`src/rtl/serial_adder_pkg.sv`:
```
// Shared types and helpers for the bit-serial adder sequencer.
package serial_adder_pkg;

   // Sequencer states; 2'd3 is unused and steers back to S_IDLE.
   typedef enum logic [1:0] {
      S_IDLE = 2'd0,
      S_RUN  = 2'd1,
      S_DONE = 2'd2
   } state_t;

   // Bit-counter width: enough to index bits 0..w-1, never narrower than one bit.
   function automatic int cnt_width(input int w);
      return (w > 1) ? $clog2(w) : 1;
   endfunction

endpackage

```
`src/rtl/fadd_b.sv`:
```
// Single-bit full-adder cell shared by the bit-serial sequencer.
module fadd_b (
   input  logic x,
   input  logic y,
   input  logic c_in,
   output logic s,
   output logic c_out
);

   logic w_p;

   // Propagate term is shared between sum and carry.
   assign w_p   = x ^ y;
   assign s     = w_p ^ c_in;
   assign c_out = (x & y) | (c_in & w_p);

endmodule

```
`src/rtl/serial_adder_ctrl.sv`:
```
// Bit-serial adder: one full-adder cell is stepped LSB-first across WIDTH bits,
// with the carry held in a flop between steps. Operands are captured on a
// start/ready handshake; sum, carry-out and signed overflow are held until the
// next accept, and done pulses for one cycle when they become valid.
module serial_adder_ctrl
   import serial_adder_pkg::*;
#(
   parameter int WIDTH = 8
) (
   input  logic             clk,
   input  logic             rst,
   input  logic             start,
   input  logic [WIDTH-1:0] a,
   input  logic [WIDTH-1:0] b,
   input  logic             cin,
   output logic             ready,
   output logic             busy,
   output logic             done,
   output logic [WIDTH-1:0] sum,
   output logic             cout,
   output logic             ovf
);

   localparam int               CNT_W   = cnt_width(WIDTH);
   // Index of the last bit; the step on this bit finishes the operation.
   localparam logic [CNT_W-1:0] CNT_LAST = CNT_W'(WIDTH - 1);
   // Index of the bit just below the MSB; its carry-out is the carry into the MSB.
   localparam logic [CNT_W-1:0] CNT_PRE  = CNT_W'(WIDTH - 2);

   state_t           r_state;
   logic [CNT_W-1:0] r_cnt;
   logic [WIDTH-1:0] r_a_sh;
   logic [WIDTH-1:0] r_b_sh;
   logic [WIDTH-1:0] r_sum;
   logic             r_carry;
   logic             r_c_msb;
   logic             r_cout;
   logic             r_ovf;
   logic             r_ready;
   logic             r_busy;
   logic             r_done;

   logic             w_s;
   logic             w_c_out;
   logic [WIDTH-1:0] w_sum_nxt;

   // The one arithmetic element: current LSBs plus the stored carry.
   fadd_b u_fadd (
      .x     (r_a_sh[0]),
      .y     (r_b_sh[0]),
      .c_in  (r_carry),
      .s     (w_s),
      .c_out (w_c_out)
   );

   // New sum bit enters at the MSB while the partial result moves toward the LSB.
   if (WIDTH > 1) begin : g_sum_wide
      assign w_sum_nxt = {w_s, r_sum[WIDTH-1:1]};
   end else begin : g_sum_one
      assign w_sum_nxt = w_s;
   end

   // Sequencer: handshake, bit stepping, result assembly and registered status outputs.
   always_ff @(posedge clk or posedge rst) begin
      if (rst) begin
         // NOTE: the operand shift registers are ordinary flops, not a memory array,
         // so clearing them on reset is cheap and keeps a mid-operation abort clean.
         r_state <= S_IDLE;
         r_cnt   <= '0;
         r_a_sh  <= '0;
         r_b_sh  <= '0;
         r_sum   <= '0;
         r_carry <= 1'b0;
         r_c_msb <= 1'b0;
         r_cout  <= 1'b0;
         r_ovf   <= 1'b0;
         r_ready <= 1'b1;
         r_busy  <= 1'b0;
         r_done  <= 1'b0;
      end else begin
         // NOTE: every assignment here is non-blocking so each step reads the
         // pre-edge carry and shift-register values, exactly like a hardware flop.
         case (r_state)
            S_IDLE: begin
               if (start) begin
                  r_a_sh  <= a;
                  r_b_sh  <= b;
                  r_carry <= cin;
                  // Covers WIDTH=1, where cin is itself the carry into the MSB.
                  r_c_msb <= cin;
                  r_cnt   <= '0;
                  r_sum   <= '0;
                  r_cout  <= 1'b0;
                  r_ovf   <= 1'b0;
                  r_ready <= 1'b0;
                  r_busy  <= 1'b1;
                  r_state <= S_RUN;
               end
            end

            S_RUN: begin
               r_sum   <= w_sum_nxt;
               r_carry <= w_c_out;
               r_a_sh  <= r_a_sh >> 1;
               r_b_sh  <= r_b_sh >> 1;
               if ((WIDTH > 1) && (r_cnt == CNT_PRE)) begin
                  r_c_msb <= w_c_out;
               end
               if (r_cnt == CNT_LAST) begin
                  // Counter stops at the last bit rather than wrapping.
                  r_cout  <= w_c_out;
                  r_ovf   <= r_c_msb ^ w_c_out;
                  r_busy  <= 1'b0;
                  r_done  <= 1'b1;
                  r_state <= S_DONE;
               end else begin
                  r_cnt <= r_cnt + CNT_W'(1);
               end
            end

            S_DONE: begin
               r_done  <= 1'b0;
               r_ready <= 1'b1;
               r_state <= S_IDLE;
            end

            default: begin
               r_ready <= 1'b1;
               r_busy  <= 1'b0;
               r_done  <= 1'b0;
               r_state <= S_IDLE;
            end
         endcase
      end
   end

   assign ready = r_ready;
   assign busy  = r_busy;
   assign done  = r_done;
   assign sum   = r_sum;
   assign cout  = r_cout;
   assign ovf   = r_ovf;

endmodule

```
`config.mk`:
```
export PLATFORM = sky130hd
export DESIGN_NAME = serial_adder_ctrl
export DESIGN_NICKNAME = d
export VERILOG_FILES = /design/src/rtl/serial_adder_pkg.sv /design/src/rtl/fadd_b.sv /design/src/rtl/serial_adder_ctrl.sv
export SDC_FILE = /design/constraint.sdc
export NUM_CORES = 1
export LEC_CHECK = 0
export CAP_MARGIN = 30
export CORE_MARGIN = 1
export CORE_UTILIZATION = 53
export CTS_CLUSTER_DIAMETER = 80
export DETAILED_ROUTE_END_ITERATION = 16
export PLACE_DENSITY = 0.82
export SETUP_SLACK_MARGIN = 0.3
export SYNTH_ARGS = -nofsm -noshare
export SYNTH_HDL_FRONTEND = slang
export SYNTH_SLANG_ARGS = --single-unit
```
`constraint.sdc`:
```
create_clock -name clk -period 4 [get_ports clk]
set_input_delay 0.8 -clock clk [delete_from_list [all_inputs] [get_ports clk]]
set_output_delay 0.8 -clock clk [all_outputs]
set_load 0.03 [all_outputs]
```
Yosys cells after proc, flatten, opt, wreduce, memory -nomap -nowiden
Index checks and enable logic that the tools add are counted.
{ "totals": {"output_inout_bits": 13, "ff_bits": 36} }
{ "op_classes": {"reduce_logical": 10, "n_addsub": 1, "n_eq_ne": 8, "bitwise": 9, "n_mux": 27} }
{ "op_table": {"columns": ["op", "count"], "rows": [
  ["8-bit one-hot mux with 2 select lines", 3],
  ["8-bit 2-to-1 mux", 3],
  ["1-bit one-hot mux with 2 select lines", 6],
  ["3-bit AND reduction", 4],
  ["1-bit 2-to-1 mux", 8],
  ["2-bit != test (second input constant)", 4],
  ["2-bit AND reduction", 4],
  ["3-bit == test (second input constant)", 2],
  ["3-bit 2-to-1 mux", 2],
  ["3-bit one-hot mux with 2 select lines", 1],
  ["2-bit 2-to-1 mux", 2],
  ["2-bit one-hot mux with 2 select lines", 1],
  ["3-bit by 1-bit adder with 3-bit output (second input constant)", 1],
  ["1-bit NOT", 3],
  ["1-bit one-hot mux with 3 select lines", 1],
  ["1-bit XOR", 3],
  ["1-bit bitwise AND", 2],
  ["2-bit by 1-bit == test with 1-bit output (second input constant)", 1],
  ["2-bit == test (second input constant)", 1],
  ["2-bit logical NOT", 1],
  ["2-bit nonzero test", 1],
  ["1-bit OR", 1]
]} }

Longest topological paths before layout
{ "logic_depth": {"depth_word": 6, "ltp_mapped": 5, "depth_no_buf": 5} }

By module
Synthesis repeated with hierarchy kept, for this count alone.
{ "hier_totals": {"hier_cells": 173, "area_unflattened_um2": 1681.6} }
{ "by_module_without_submodules": {"columns": ["mod", "area_per_inst_um2", "cells_each", "n_inst"], "rows": [
  ["serial_adder_ctrl", 1661.6, 172, 1],
  ["fadd_b", 20.0, 1, 1]
]} }

Least setup slack after synthesis
No wires, ideal clock.
{ "synth_path": {"path_type": "in2reg", "start": "in start", "end": "reg r_carry", "t_required_ps": 3875, "path_stages": 3, "path_buffers": 1, "setup_ps": 125, "t_arrival_ps": 1577, "path_slack_ps": 2298, "cell_sequence": "o21bai_1 > buf_2 > mux2_2"} }
{ "synth_via": {"elab_chain_len": 2} }
{ "synth_rtl": {"columns": ["item", "line", "text"], "rows": [
  ["start: declaration", "serial_adder_ctrl.sv:12", "input logic start,"],
  ["2-bit != test (no source line)", null, null],
  ["2-bit AND reduction (no source line)", null, null],
  ["end signal: assignment", "serial_adder_ctrl.sv:88", "r_carry <= cin;"],
  ["end signal: assignment", "serial_adder_ctrl.sv:103", "r_carry <= w_c_out;"],
  ["end: declaration", "serial_adder_ctrl.sv:35", "logic r_carry;"]
]} }
No other way between the ends.
A chain may end at the register's enable or synchronous reset.

Final worst setup path
{ "layout_path": {"start": "reg r_ready (netlist: ready)", "end": "out ready"} }
{ "layout_lines": {"columns": ["item", "line", "text"], "rows": [
  ["start: declaration", "serial_adder_ctrl.sv:39", "logic r_ready;"],
  ["start signal: assignment", "serial_adder_ctrl.sv:77", "r_ready <= 1'b1;"],
  ["start signal: assignment", "serial_adder_ctrl.sv:95", "r_ready <= 1'b0;"],
  ["start signal: assignment", "serial_adder_ctrl.sv:123", "r_ready <= 1'b1;"],
  ["end: declaration", "serial_adder_ctrl.sv:16", "output logic ready,"]
]} }
No word-level cell between the ends.

==> results.yml <==
cts:
  post_cts_resized: 0
  clock_latency_ps: 330
  cts.clk_slew.worst_paths_ps: 100
  cts-htree-levels: 2
  cts.sinks: 36
  cts_tree: "done"
  clockBufferDepth: 2
  cts_root_buf: "clkbuf_4"
  cts_buffers: 5
  cts_hold_buf: 0
  post_cts_buffers: 0
sta:
  fmax_ghz: 0.431
  clock_skew_ps: 7.13
  period_needed_ps: 2320
  fin_crit_sh_pct: 58.0
  finalHoldViolCount: 0
  tns_ps: 0
  worst_slew_pin_slew_ps: 786
  final_max_slew_viol_count: 0
  setup_violations: 0
  slew-limit-headroom_pct: 47.6
  rsz0062_at_grt: "false"
power_and_ir_drop:
  p_per_area_mw_per_mm2: 760
  leakage_nw: 0.927
  ir_drop_uv: 583
floorplan:
  start_util_pct: 56.6
  floorplan.die.width_microns: 56.5
  die_h_microns: 56.5
  core_sq_mm: 0.00278
  pin_count: 33
  die-area_sq_mm: 0.00319
  fp-row-count: 19
detailed_routing:
  dr.pass1.iters: 3
  drt-total-wl_microns: 2860
  wl_per_cell_microns: 14.4
  via_per_inst: 5.44
  vias: 1083
  drtIter0Drc: 17
  ant_nets: 0
  drc_errors: 0
yosys:
  synth_edf_count: 0
  syn_area_per_cell_sq_um: 11.9
  synth.area.top_cells: "dfrtp_1 (56%), mux2i_1 (9.5%), a22o_1 (6.7%)"
  yosys_warnings: 0
  netlist_instances: 132
  synth_cell_types: 28
  syn_area_sq_mm: 0.00158
  yosysTopAreaCell: "dfrtp_1"
  async_flop_share_pct: 100
  synthFlopType: "dfrtp_1"
  synth.top_cell.area_share_pct: 55.6
  yosysSeqAreaShare_pct: 57.3
  ys_ff_latch: 36
  syn_nets: 156
critical_path:
  cp_max_fo: 2
  crit_chain: "clkdlybuf4s50_1"
  crit_arrival_ps: 1520
  worstSetupStartpointType: "flop"
  cpLargestDelayFamily: "buffers and inverters"
  worst-path-buf-inv: 1
  critPathMaxStageDelay_ps: 660
  crit_slowest_cell: "clkdlybuf4s50_1"
  end_kind: "output port"
  cp.required_ps: 3200
  critPathKind: "reg2out"
layout:
  nNetsFinal: 191
  area_delta_synth_final_pct: 26.8
  fill_cells: 202
  regArea_sq_um: 902
  multi_input_area_sq_um: 613
  diodes: 0
  final_layout_size_suffix_gt1_share_pct: 10.1
  final_util_pct: 71.8
grt:
  grt_antenna_before_repair: 0
  overflow: 0
  first_global_vias: 1155
  grt_start_max_net_pins: 27
  grt_pass1_wl_microns: 5090
  grtUsageTotal_pct: 21.2
placed_design:
  hpwl_microns: 2120
  portBuffers: 32
  gp_congestion: 0.703
min_path:
  hold_class: "reg2reg"
run:
  maxCapViolations: 0
run_status:
  status: "finished clean"
-- layout by cell type (no fill, tap or decap) --
cell type        count
inv_1                4
o22ai_1              1
mux2_2               3
buf_4                3
nor2b_1              1
nand2b_1             3
o21bai_1             1
o21ai_0              9
buf_16               1
a22o_1              12
clkbuf_8             1
and2_1               1
o21a_1               1
clkbuf_4             5
xor2_1               1
fa_1                 1
a21oi_2              1
clkbuf_1             2
mux2_4               1
a21o_1               1
nand2_1             16
dfstp_2              1
nor2_1               3
clkdlybuf4s50_1     32
dfrtp_1             35
mux2i_1             15
o21bai_2             1
a21oi_1              2
or3_1                1
o21ai_1              6
ha_1                 3
-- through the flow --
step / hold WS [ps] / area (sq um) / worst slack [ps] / power [W] / instances
floorplan: 449 / 1580 / 2300 / 0.00112 / 132
global placement: 463 / 1910 / 1650 / 0.00129 / 190
detailed placement: 472 / 1940 / 1620 / 0.00134 / 191
CTS: 495 / 2000 / 1660 / 0.00154 / 199
global route: 513 / 2000 / 1640 / 0.00163 / 199
finish: 489 / 2000 / 1680 / 0.00152 / 199
-- kinds of logic (layout without fill, tap and decap cells) --
logic type	count (synthesis)	after routing	share of synthesized area, %
compound gates	35	35	14.9
mux	19	19	12.6
simple gates	25	25	6.91
xor+xnor	1	1	0.556
flops	36	36	57.3
buf+inv	12	48	4.05
fa+ha+maj	4	4	3.65
-- registers in the layout, summed over array words and instances (netlist names) --
register,count
ready,1
done,1
ovf,1
r_carry,1
r_b_sh,8
busy,1
r_a_sh,8
cout,1
r_cnt,3
r_c_msb,1
sum,8
r_state,2
-- synth_stat cells (2+ instances only) --
master / count
a21oi_1: 2
a22o_1: 12
buf_2: 3
buf_4: 2
clkbuf_1: 2
dfrtp_1: 35
ha_1: 3
inv_1: 4
mux2_2: 3
mux2i_1: 15
nand2_1: 16
nand2b_1: 3
nor2_1: 3
o21ai_0: 9
o21ai_1: 6
o21bai_1: 2
-- layer usage --
| layer | track usage, % | vias up | part of all wire (%) |
|---|---|---|---|
| met5 | 0 | - | 0 |
| met4 | 8.36 | 0 | 1.3 |
| met3 | 4.84 | 5 | 4.2 |
| met2 | 38.0 | 27 | 52 |
| met1 | 24.3 | 527 | 42 |
| li1 | - | 524 | - |
-- report_power, final --
part           switching (W)  internal (W)
clock network       0.000111     0.0000868
logic               0.000359      0.000333
registers           0.000105      0.000524
total               0.000575      0.000943
-- area by class of cell --
cell class	instances	area share (%)
flip-flops and latches	36	45.1
inverters	4	0.751
repair buffers	36	18.5
multi-input cells	84	30.7
clock buffers	8	2.94
well taps	31	1.94
-- worst paths after layout --
path                            from   endpoint  slack [ps]  cells after the start
max                            ready      ready        1680                      1
min                        r_a_sh[2]  r_a_sh[2]         490                      2
max reg2reg                 r_cnt[1]   r_cnt[1]        2230                      5
min reg2reg                r_a_sh[2]  r_a_sh[2]         490                      2
max in group asynchronous        rst      ready        2480                      4
min in group asynchronous        rst       cout         790                      2
(Power assumes the default switching activity.)
